[config.mk]
export PLATFORM = sky130hd
export DESIGN_NAME = mdio_receptor_param
export DESIGN_NICKNAME = d
export VERILOG_FILES = /design/src/rtl/mdio_receptor_param.sv
export SDC_FILE = /design/constraint.sdc
export NUM_CORES = 1
export LEC_CHECK = 0
export CORE_UTILIZATION = 27
export DETAILED_ROUTE_END_ITERATION = 10
export GPL_TIMING_DRIVEN = 1
export SYNTH_ARGS = -nofsm -noshare
export SYNTH_HDL_FRONTEND = slang
export SYNTH_SLANG_ARGS = --single-unit
[constraint.sdc]
create_clock -name CLK -period 3.3 [get_ports CLK]
set_clock_uncertainty 0.15 [all_clocks]
set_input_delay 0.495 -clock CLK [delete_from_list [all_inputs] [get_ports CLK]]
set_output_delay 0.495 -clock CLK [all_outputs]
set_load 0.05 [all_outputs]
[src/rtl/mdio_receptor_param.sv]
// Clause-22 MDIO slave (PHY side): oversamples MDC on CLK, decodes frames, strobes the register bank and serialises read data.
// Strobes and MDIO_IN are registered one CLK after the decoding sample event; the generator paces everything, no backpressure.
module mdio_receptor_param #(
    parameter int unsigned PHY_ADDR   = 1,
    parameter int unsigned ADDR_WIDTH = 5,
    parameter int unsigned DATA_WIDTH = 16,
    parameter int unsigned BCAST_EN   = 1
) (
    input  logic                  CLK,
    input  logic                  RESET,
    input  logic                  MDC,
    input  logic                  MDIO_OUT,
    input  logic                  MDIO_OE,
    input  logic [DATA_WIDTH-1:0] RD_DATA,
    output logic                  MDIO_IN,
    output logic                  MDIO_DONE,
    output logic [ADDR_WIDTH-1:0] ADDR,
    output logic [ADDR_WIDTH-1:0] REGADR,
    output logic [DATA_WIDTH-1:0] WR_DATA,
    output logic                  WR_STB,
    output logic                  RD_STB,
    output logic                  FRAME_ERR
);

    localparam int unsigned FRAME_LEN = 6 + 2 * ADDR_WIDTH + DATA_WIDTH;
    localparam int unsigned CW        = $clog2(FRAME_LEN);
    localparam int unsigned SW        = (DATA_WIDTH > ADDR_WIDTH) ? DATA_WIDTH : ADDR_WIDTH;
    localparam logic [CW-1:0] A_LAST  = CW'(ADDR_WIDTH - 1);
    localparam logic [CW-1:0] D_LAST  = CW'(DATA_WIDTH - 1);
    localparam logic [ADDR_WIDTH-1:0] MY_ADDR = ADDR_WIDTH'(PHY_ADDR);

    typedef enum logic [3:0] {
        S_IDLE, S_ST2, S_OP, S_PHYAD, S_REGAD, S_WTA, S_WDATA, S_RTA, S_RDATA
    } state_t;

    state_t          state, state_nxt;
    logic [CW-1:0]   cnt, cnt_nxt;

    logic            mdc_s1, mdc_s2, mdc_d;
    logic            out_s1, out_s2, oe_s1, oe_s2;
    logic            sample;

    logic [SW-2:0]   rx;
    logic [SW-1:0]   rx_in;
    logic [DATA_WIDTH-1:0] tx;
    logic            op_wr, match_r, rd_cap;

    logic            err_set, wr_set, rd_set, done_set;
    logic            shift_en, op_ld, ld_addr, ld_reg, tx_out, tx_zero;

    // MDIO data travels through the same two-flop delay as MDC so it lines up with the detected edge
    assign sample = mdc_s2 & ~mdc_d;
    assign rx_in  = {rx, out_s2};

    always_ff @(posedge CLK or negedge RESET) begin
        if (!RESET) begin
            state <= S_IDLE;
            cnt   <= '0;
        end else begin
            state <= state_nxt;
            cnt   <= cnt_nxt;
        end
    end

    always_comb begin
        state_nxt = state;
        cnt_nxt   = cnt;
        err_set   = 1'b0;
        wr_set    = 1'b0;
        rd_set    = 1'b0;
        done_set  = 1'b0;
        shift_en  = 1'b0;
        op_ld     = 1'b0;
        ld_addr   = 1'b0;
        ld_reg    = 1'b0;
        tx_out    = 1'b0;
        tx_zero   = 1'b0;
        if (sample) begin
            case (state)
                S_IDLE: begin
                    if (oe_s2 && !out_s2) begin
                        state_nxt = S_ST2;
                        cnt_nxt   = '0;
                    end
                end
                S_ST2: begin
                    if (!oe_s2 || !out_s2) err_set = 1'b1;
                    else state_nxt = S_OP;
                end
                S_OP: begin
                    if (!oe_s2) begin
                        err_set = 1'b1;
                    end else if (cnt == '0) begin
                        shift_en = 1'b1;
                        cnt_nxt  = cnt + 1'b1;
                    end else if (rx[0] != out_s2) begin
                        op_ld     = 1'b1;
                        state_nxt = S_PHYAD;
                        cnt_nxt   = '0;
                    end else begin
                        err_set = 1'b1;
                    end
                end
                S_PHYAD: begin
                    if (!oe_s2) begin
                        err_set = 1'b1;
                    end else begin
                        shift_en = 1'b1;
                        if (cnt == A_LAST) begin
                            ld_addr   = 1'b1;
                            state_nxt = S_REGAD;
                            cnt_nxt   = '0;
                        end else begin
                            cnt_nxt = cnt + 1'b1;
                        end
                    end
                end
                S_REGAD: begin
                    if (!oe_s2) begin
                        err_set = 1'b1;
                    end else begin
                        shift_en = 1'b1;
                        if (cnt == A_LAST) begin
                            ld_reg    = 1'b1;
                            cnt_nxt   = '0;
                            if (op_wr) begin
                                state_nxt = S_WTA;
                            end else begin
                                state_nxt = S_RTA;
                                rd_set    = match_r;
                            end
                        end else begin
                            cnt_nxt = cnt + 1'b1;
                        end
                    end
                end
                S_WTA: begin
                    if (!oe_s2 || (out_s2 != (cnt == '0))) begin
                        err_set = 1'b1;
                    end else if (cnt == '0) begin
                        cnt_nxt = cnt + 1'b1;
                    end else begin
                        state_nxt = S_WDATA;
                        cnt_nxt   = '0;
                    end
                end
                S_WDATA: begin
                    if (!oe_s2) begin
                        err_set = 1'b1;
                    end else begin
                        shift_en = 1'b1;
                        if (cnt == D_LAST) begin
                            wr_set    = match_r;
                            done_set  = match_r;
                            state_nxt = S_IDLE;
                            cnt_nxt   = '0;
                        end else begin
                            cnt_nxt = cnt + 1'b1;
                        end
                    end
                end
                // Generator has released the line: OE is not checked on the read turnaround and data
                S_RTA: begin
                    if (cnt == '0) begin
                        cnt_nxt = cnt + 1'b1;
                    end else begin
                        tx_out    = 1'b1;
                        state_nxt = S_RDATA;
                        cnt_nxt   = '0;
                    end
                end
                S_RDATA: begin
                    if (cnt == D_LAST) begin
                        tx_zero   = 1'b1;
                        done_set  = match_r;
                        state_nxt = S_IDLE;
                        cnt_nxt   = '0;
                    end else begin
                        tx_out  = 1'b1;
                        cnt_nxt = cnt + 1'b1;
                    end
                end
                default: begin
                    state_nxt = S_IDLE;
                    cnt_nxt   = '0;
                end
            endcase
            if (err_set) begin
                state_nxt = S_IDLE;
                cnt_nxt   = '0;
            end
        end
    end

    always_ff @(posedge CLK or negedge RESET) begin
        if (!RESET) begin
            mdc_s1    <= 1'b0;
            mdc_s2    <= 1'b0;
            mdc_d     <= 1'b0;
            out_s1    <= 1'b0;
            out_s2    <= 1'b0;
            oe_s1     <= 1'b0;
            oe_s2     <= 1'b0;
            rx        <= '0;
            tx        <= '0;
            op_wr     <= 1'b0;
            match_r   <= 1'b0;
            rd_cap    <= 1'b0;
            MDIO_IN   <= 1'b0;
            MDIO_DONE <= 1'b0;
            ADDR      <= '0;
            REGADR    <= '0;
            WR_DATA   <= '0;
            WR_STB    <= 1'b0;
            RD_STB    <= 1'b0;
            FRAME_ERR <= 1'b0;
        end else begin
            mdc_s1    <= MDC;
            mdc_s2    <= mdc_s1;
            mdc_d     <= mdc_s2;
            out_s1    <= MDIO_OUT;
            out_s2    <= out_s1;
            oe_s1     <= MDIO_OE;
            oe_s2     <= oe_s1;

            WR_STB    <= wr_set;
            RD_STB    <= rd_set;
            MDIO_DONE <= done_set;
            FRAME_ERR <= err_set;
            rd_cap    <= RD_STB;

            if (shift_en) rx <= rx_in[SW-2:0];
            if (op_ld)    op_wr <= out_s2;
            if (ld_addr) begin
                ADDR    <= rx_in[ADDR_WIDTH-1:0];
                match_r <= (rx_in[ADDR_WIDTH-1:0] == MY_ADDR) ||
                           ((BCAST_EN != 0) && op_wr && (rx_in[ADDR_WIDTH-1:0] == '0));
            end
            if (ld_reg) REGADR  <= rx_in[ADDR_WIDTH-1:0];
            if (wr_set) WR_DATA <= rx_in[DATA_WIDTH-1:0];

            // Unmatched reads still walk the shifter but keep MDIO_IN low
            if (tx_out) begin
                MDIO_IN <= match_r & tx[DATA_WIDTH-1];
                tx      <= {tx[DATA_WIDTH-2:0], 1'b0};
            end else if (tx_zero) begin
                MDIO_IN <= 1'b0;
            end
            // Bank data is valid the CLK after RD_STB; TA is far enough away that this never meets a shift
            if (rd_cap) tx <= RD_DATA;
        end
    end

endmodule

Word-level counts from Yosys, hierarchy flattened:

Cells that the tools add are included.

* logic and storage cells: 147
* output and inout bits: 31
* input bits: 21
* register bits after elaboration: 81

* bitwise gates (word level): 3
* multiplexer cells: 76
* equality and inequality tests: 29
* $add $sub $neg: 1
* reduce and logical (&&, ||, !) cells: 16

Operators by type and width (count)
* two-way mux 4 bit: 15
* two-way mux 5 bit: 11
* two-way mux 1 bit: 41
* case mux 5 bit (8 select lines): 1
* != test 3 bit, second input constant: 13
* case mux 4 bit (9 select lines): 1
* two-way mux 16 bit: 2
* == test 4 x 3 -> 1 bit, second input constant: 4
* AND reduction 14 bit: 1
* logical NOT 5 bit: 2
* == test 4 x 2 -> 1 bit, second input constant: 2
* AND reduction 8 bit: 1
* case mux 1 bit (2 select lines): 3
* adder 5 x 1 -> 5 bit, second input constant: 1
* == test 5 x 1 -> 1 bit, second input constant: 1
* == test 5 x 3 -> 1 bit, second input constant: 1
* == test 5 x 4 -> 1 bit, second input constant: 1
* == test 4 x 1 -> 1 bit, second input constant: 1
* == test 4 bit, second input constant: 1
* logical NOT 4 bit: 1
* != test 4 bit, second input constant: 1
* case mux 1 bit (4 select lines): 1
* nonzero test 2 bit: 2
* logical OR 1 bit: 3
* other kinds (10): 14

Logic depth before layout (Yosys ltp):

* depth in word-level cells: 8
* depth in mapped cells: 9
* gate-level depth less buffers: 9

Least setup slack after synthesis:

OpenSTA, ideal clock, no wires.

* kind: register to register
* start point: reg out_s2
* end point: reg state[0]
* period minus slack after synthesis: 2632 ps
* data required time: 3073 ps
* path slack: 668 ps
* cell stages (with the launch flop): 9
* path buffers: 0
* arrival: 2405 ps
* setup time: 77 ps
* cells stage by stage: dfrtp_1 inv_1 ha_1 a211oi_1 a211oi_2 o32ai_4 o21ai_2 or4b_1 o21ai_1

* longest elaborated chain between the ends: 8
* elaborated cells on any way between the ends: 28
* classes of those cells: 15 x eq/ne; 8 x mux; 5 x reduce/logical

RTL lines
* from (decl): line 40 `logic out_s1, out_s2, oe_s1, oe_s2;`
* from (signal assigned): line 222 `out_s2 <= out_s1;`
* != test 1 bit: line 96 `end else if (rx[0] != out_s2) begin`
* two-way mux 1 bit: line 96
* two-way mux 1 bit: line 93 `end else if (cnt == '0) begin`
* two-way mux 1 bit: line 91 `if (!oe_s2) begin`
* case mux 1 bit (4 select lines): line 79 `case (state)`
* two-way mux 1 bit: line 78 `if (sample) begin`
* != test 3 bit (no line)
* AND reduction 14 bit (no line)
* to (signal assigned): line 60 `state <= state_nxt;`
* to (decl): line 36 `state_t state, state_nxt;`

Parallel ways exist; a longest one is shown, timed or not. The select of a mux whose other input is x is not followed.
A chain may end at the register's enable or synchronous reset.

Worst setup path in the final report:

Ends and elaborated chain as after synthesis.

==> summary.md <==
| Metric | Value |
|---|---|
| Antenna Cells | 0 |
| Synth Area in Compound Gates | between 10% and 20% |
| Synth cell types | slightly below 50 |
| Clock Latency Late Sink | 330 ps |
| Largest net degree at the start of global routing | 82 |
| Routed met3 length | 345 um |
| Yosys reg bits | 81 |
| Register area share after synthesis | 55.7% |
| I/O Buffers | 51 |
| Placed cell area | about 0.0044 mm2 |
| Slew Limit Fails | 0 |
| WP data required | 3410 ps |
| Most common cell after layout, fill and taps aside | dfrtp_1 |
| RSZ-0062 raised after global routing | false |
| CTS tree | built |
| Vias | about 2500 |
| GRT Total Usage | 11.9% |
| Overall power | between 2 and 3 mW |
| Main combinational cell family by area after synthesis | multiplexers |
| Largest area contributor in the netlist | dfrtp_1 |
| CTS H-tree lvls | 3 |
| Mapped Area | 0.00364 mm2 |
| Filler cells | 1315 |
| Standard-cell rows | 42 |
| Initial antenna violation count | 0 |
| Setup TNS | 0 ps |
| Synth Area in Simple Gates | 12.2% |
| Max layer used | met4 |
| Met2 WL post-DR | 3520 um |
| Core area | 0.0132 mm2 |
| Static Leak | 2.05 nW |
| Worst hold path class | primary input to asynchronous set/reset pin |
| Antenna viol nets, final | 0 |
| Syn avg cell area | 12.0 um2 |
| Delay of the slowest critical-path stage | 490 ps |
| Routed wire length | 7600 um |
| Cell Chain, Critical Path | inv_1 -> ha_1 -> a211oi_1 -> a211oi_2 -> o32ai_4 -> o21ai_2 -> or4b_1 -> o21ai_1 |
| Syn. warnings | 0 |
| Post-CTS setup buffer count | 0 |
| Synthesized Nets | 331 |
| Max_slew headroom | 31.6% |
| Arrival time worst endpoint | slightly above 3000 ps |
| Nets | 387 |
| Slowest stage cell, crit path | dfrtp_1 |
| Top_reg_cell synth | dfrtp_1 |
| Synth top area cells | dfrtp_1 56%, mux2_2 6.2%, mux2_1 5.6%, mux2i_1 4.1%, nand2_1 4.0% |
| PwrDens | around 540 mW/mm2 |
| CP endpoint kind | register |
| Final instance area | 0.00464 mm2 |
| # IOs | 52 |
| Post-Route M1 WL | 3550 um |
| Worst-path clk slew | 60 ps |
| Clk root buf | clkbuf_16 |
| IR drop worst, VDD | 292 uV |
| CTS buffer count | 9 |
| GRT overflow | 0 |
| Tcrit/Tclk final | 89.9% |
| Final Core Density | about a third |
| Residual DRC | 0 |
| GPL Wtd Cong | 0.847 |
| Mapped Cells | just over 300 |
| Post-synthesis xor/xnor area fraction | 0% |
| Via density | approximately 4.6 |
| CTS Hold Bufs | 0 |
| Status | finished clean |
| DR WL/cell | 14.1 um |
| Post-Place Worst Slack | 352 ps |
| Initial Util | 27.6% |
| Ys async rst share | 100% |
| Die W | 118 um |
| Reg2Reg Depth | 8 |
| Router iterations before antenna repair | 4 |
| Worst Tran Pin Value | slightly above 1000 ps |
| Startpoint types | register |
| # clock sinks | 81 |
| Adder-cell share of the synthesized area | 2.06% |
| Drt initial violations | 90 |
| Die Area | 0.0139 mm2 |
| Die Span Y | 118 um |
| Number of synthesized flops with an enable pin | 0 |
| Most frequent cells in the layout | 81 x dfrtp_1, 50 x clkdlybuf4s50_1, 39 x nand2_1 |
| Hold Violations, Final | 0 |
| P&R area growth vs syn | 27.4% |
| Vias in the first global route | 2675 |
| Setup CP Type | register to register |
| First-pass GRT wire length | 13100 um |
| Layout cells sized above 1 | around 14% |
| Yosys top cell area share | 55.7% |
| Final WS setup | 333 ps |
| CTS Buffer Depth | 2 |
| # resized after CTS | 0 |
| Dpl hpwl | 5010 um |
| Fin crit period | 2970 ps |
| Final Setup Violations | 0 |
| Max Fclk | 337 MHz |
| Max Cap Violations | 0 |
| Worst-path fanout max | 9 |
| Proportion of synthesized area in mux cells | 15.9% |
[final timing paths]
| path | startpoint | endpoint | slack [ps] |
|---|---|---|---|
| max | out_s2 | state[0] | 330 |
| min | RESET | cnt[2] | 190 |
| max reg2reg | out_s2 | state[0] | 330 |
| min reg2reg | mdc_s1 | mdc_s2 | 200 |
| max in group asynchronous | RESET | WR_STB | 2150 |
| min in group CLK | mdc_s1 | mdc_s2 | 200 |
[layer usage]
layer / up-vias / global-route usage [%]
met5: - / 0
met4: 0 / 6.01
met3: 15 / 3.63
met2: 55 / 18.1
met1: 1205 / 15.3
li1: 1200 / -
[worst max-delay path: cells and delay by family, from the launching register on]
family / cells / cell delay, ps
AOI/OAI and AO/OA: 5 / 1240
adders and majority gates: 1 / 360
buffers and inverters: 1 / 170
DFF: 1 / 490
and+or+nand+nor: 1 / 490
[area by class of cell]
class                      instances  area [um2]  area share (%)
clock inverter                     5        31.3           0.675
sequential                        81        2030            43.7
clock buffer                      10         239            5.15
tap                              176         220            4.75
multi-input combinational        200        1530            32.9
inverter                          11        41.3           0.890
timing repair buffer              57         553            11.9
[registers in the layout, indices dropped and copies added, names as in the netlist, 4 cells and up]
register / flops
tx: 16
REGADR: 5
ADDR: 5
rx: 15
state: 4
WR_DATA: 16
cnt: 5
[logic make-up (layout without fill, tap and decap cells)]
| kind of cell | count (synthesis) | count (layout) |
|---|---|---|
| adders and majority gates | 6 | 6 |
| and+or+nand+nor | 83 | 83 |
| DFF | 81 | 81 |
| buffers and inverters | 23 | 83 |
| AOI/OAI and AO/OA | 58 | 58 |
| muxes | 53 | 53 |
[cell usage after synthesis, drive strengths merged, types with 2 or more instances]
library cell   n
mux2          38
buf            8
nand2b         4
a21oi          4
nand4b         2
nor2b          4
nor4b          2
nor2           7
or4b           2
o31ai          2
clkbuf         4
nor3           3
o311ai         2
a211oi         2
or3b           2
mux2i         15
nor3b          2
ha             6
inv           11
nand3          8
a32oi          2
nand2         39
o21ai         35
o32ai          2
dfrtp         81
a2111oi        3
[where the power goes]
| group | switching, mW | total, mW | internal (mW) | leakage, nW |
|---|---|---|---|---|
| clock | 0.381 | 0.905 | 0.524 | 0.135 |
| combinational | 0.279 | 0.488 | 0.209 | 0.886 |
| sequential | 0.0823 | 1.12 | 1.04 | 1.03 |
[per-stage QoR]
step,std cells,hold WS (ps)
after floorplan,304,49.4
after global placement,525,186
after detailed placement,525,186
after CTS,540,197
after global routing,540,206
final,540,192
(Power assumes the default switching activity.)
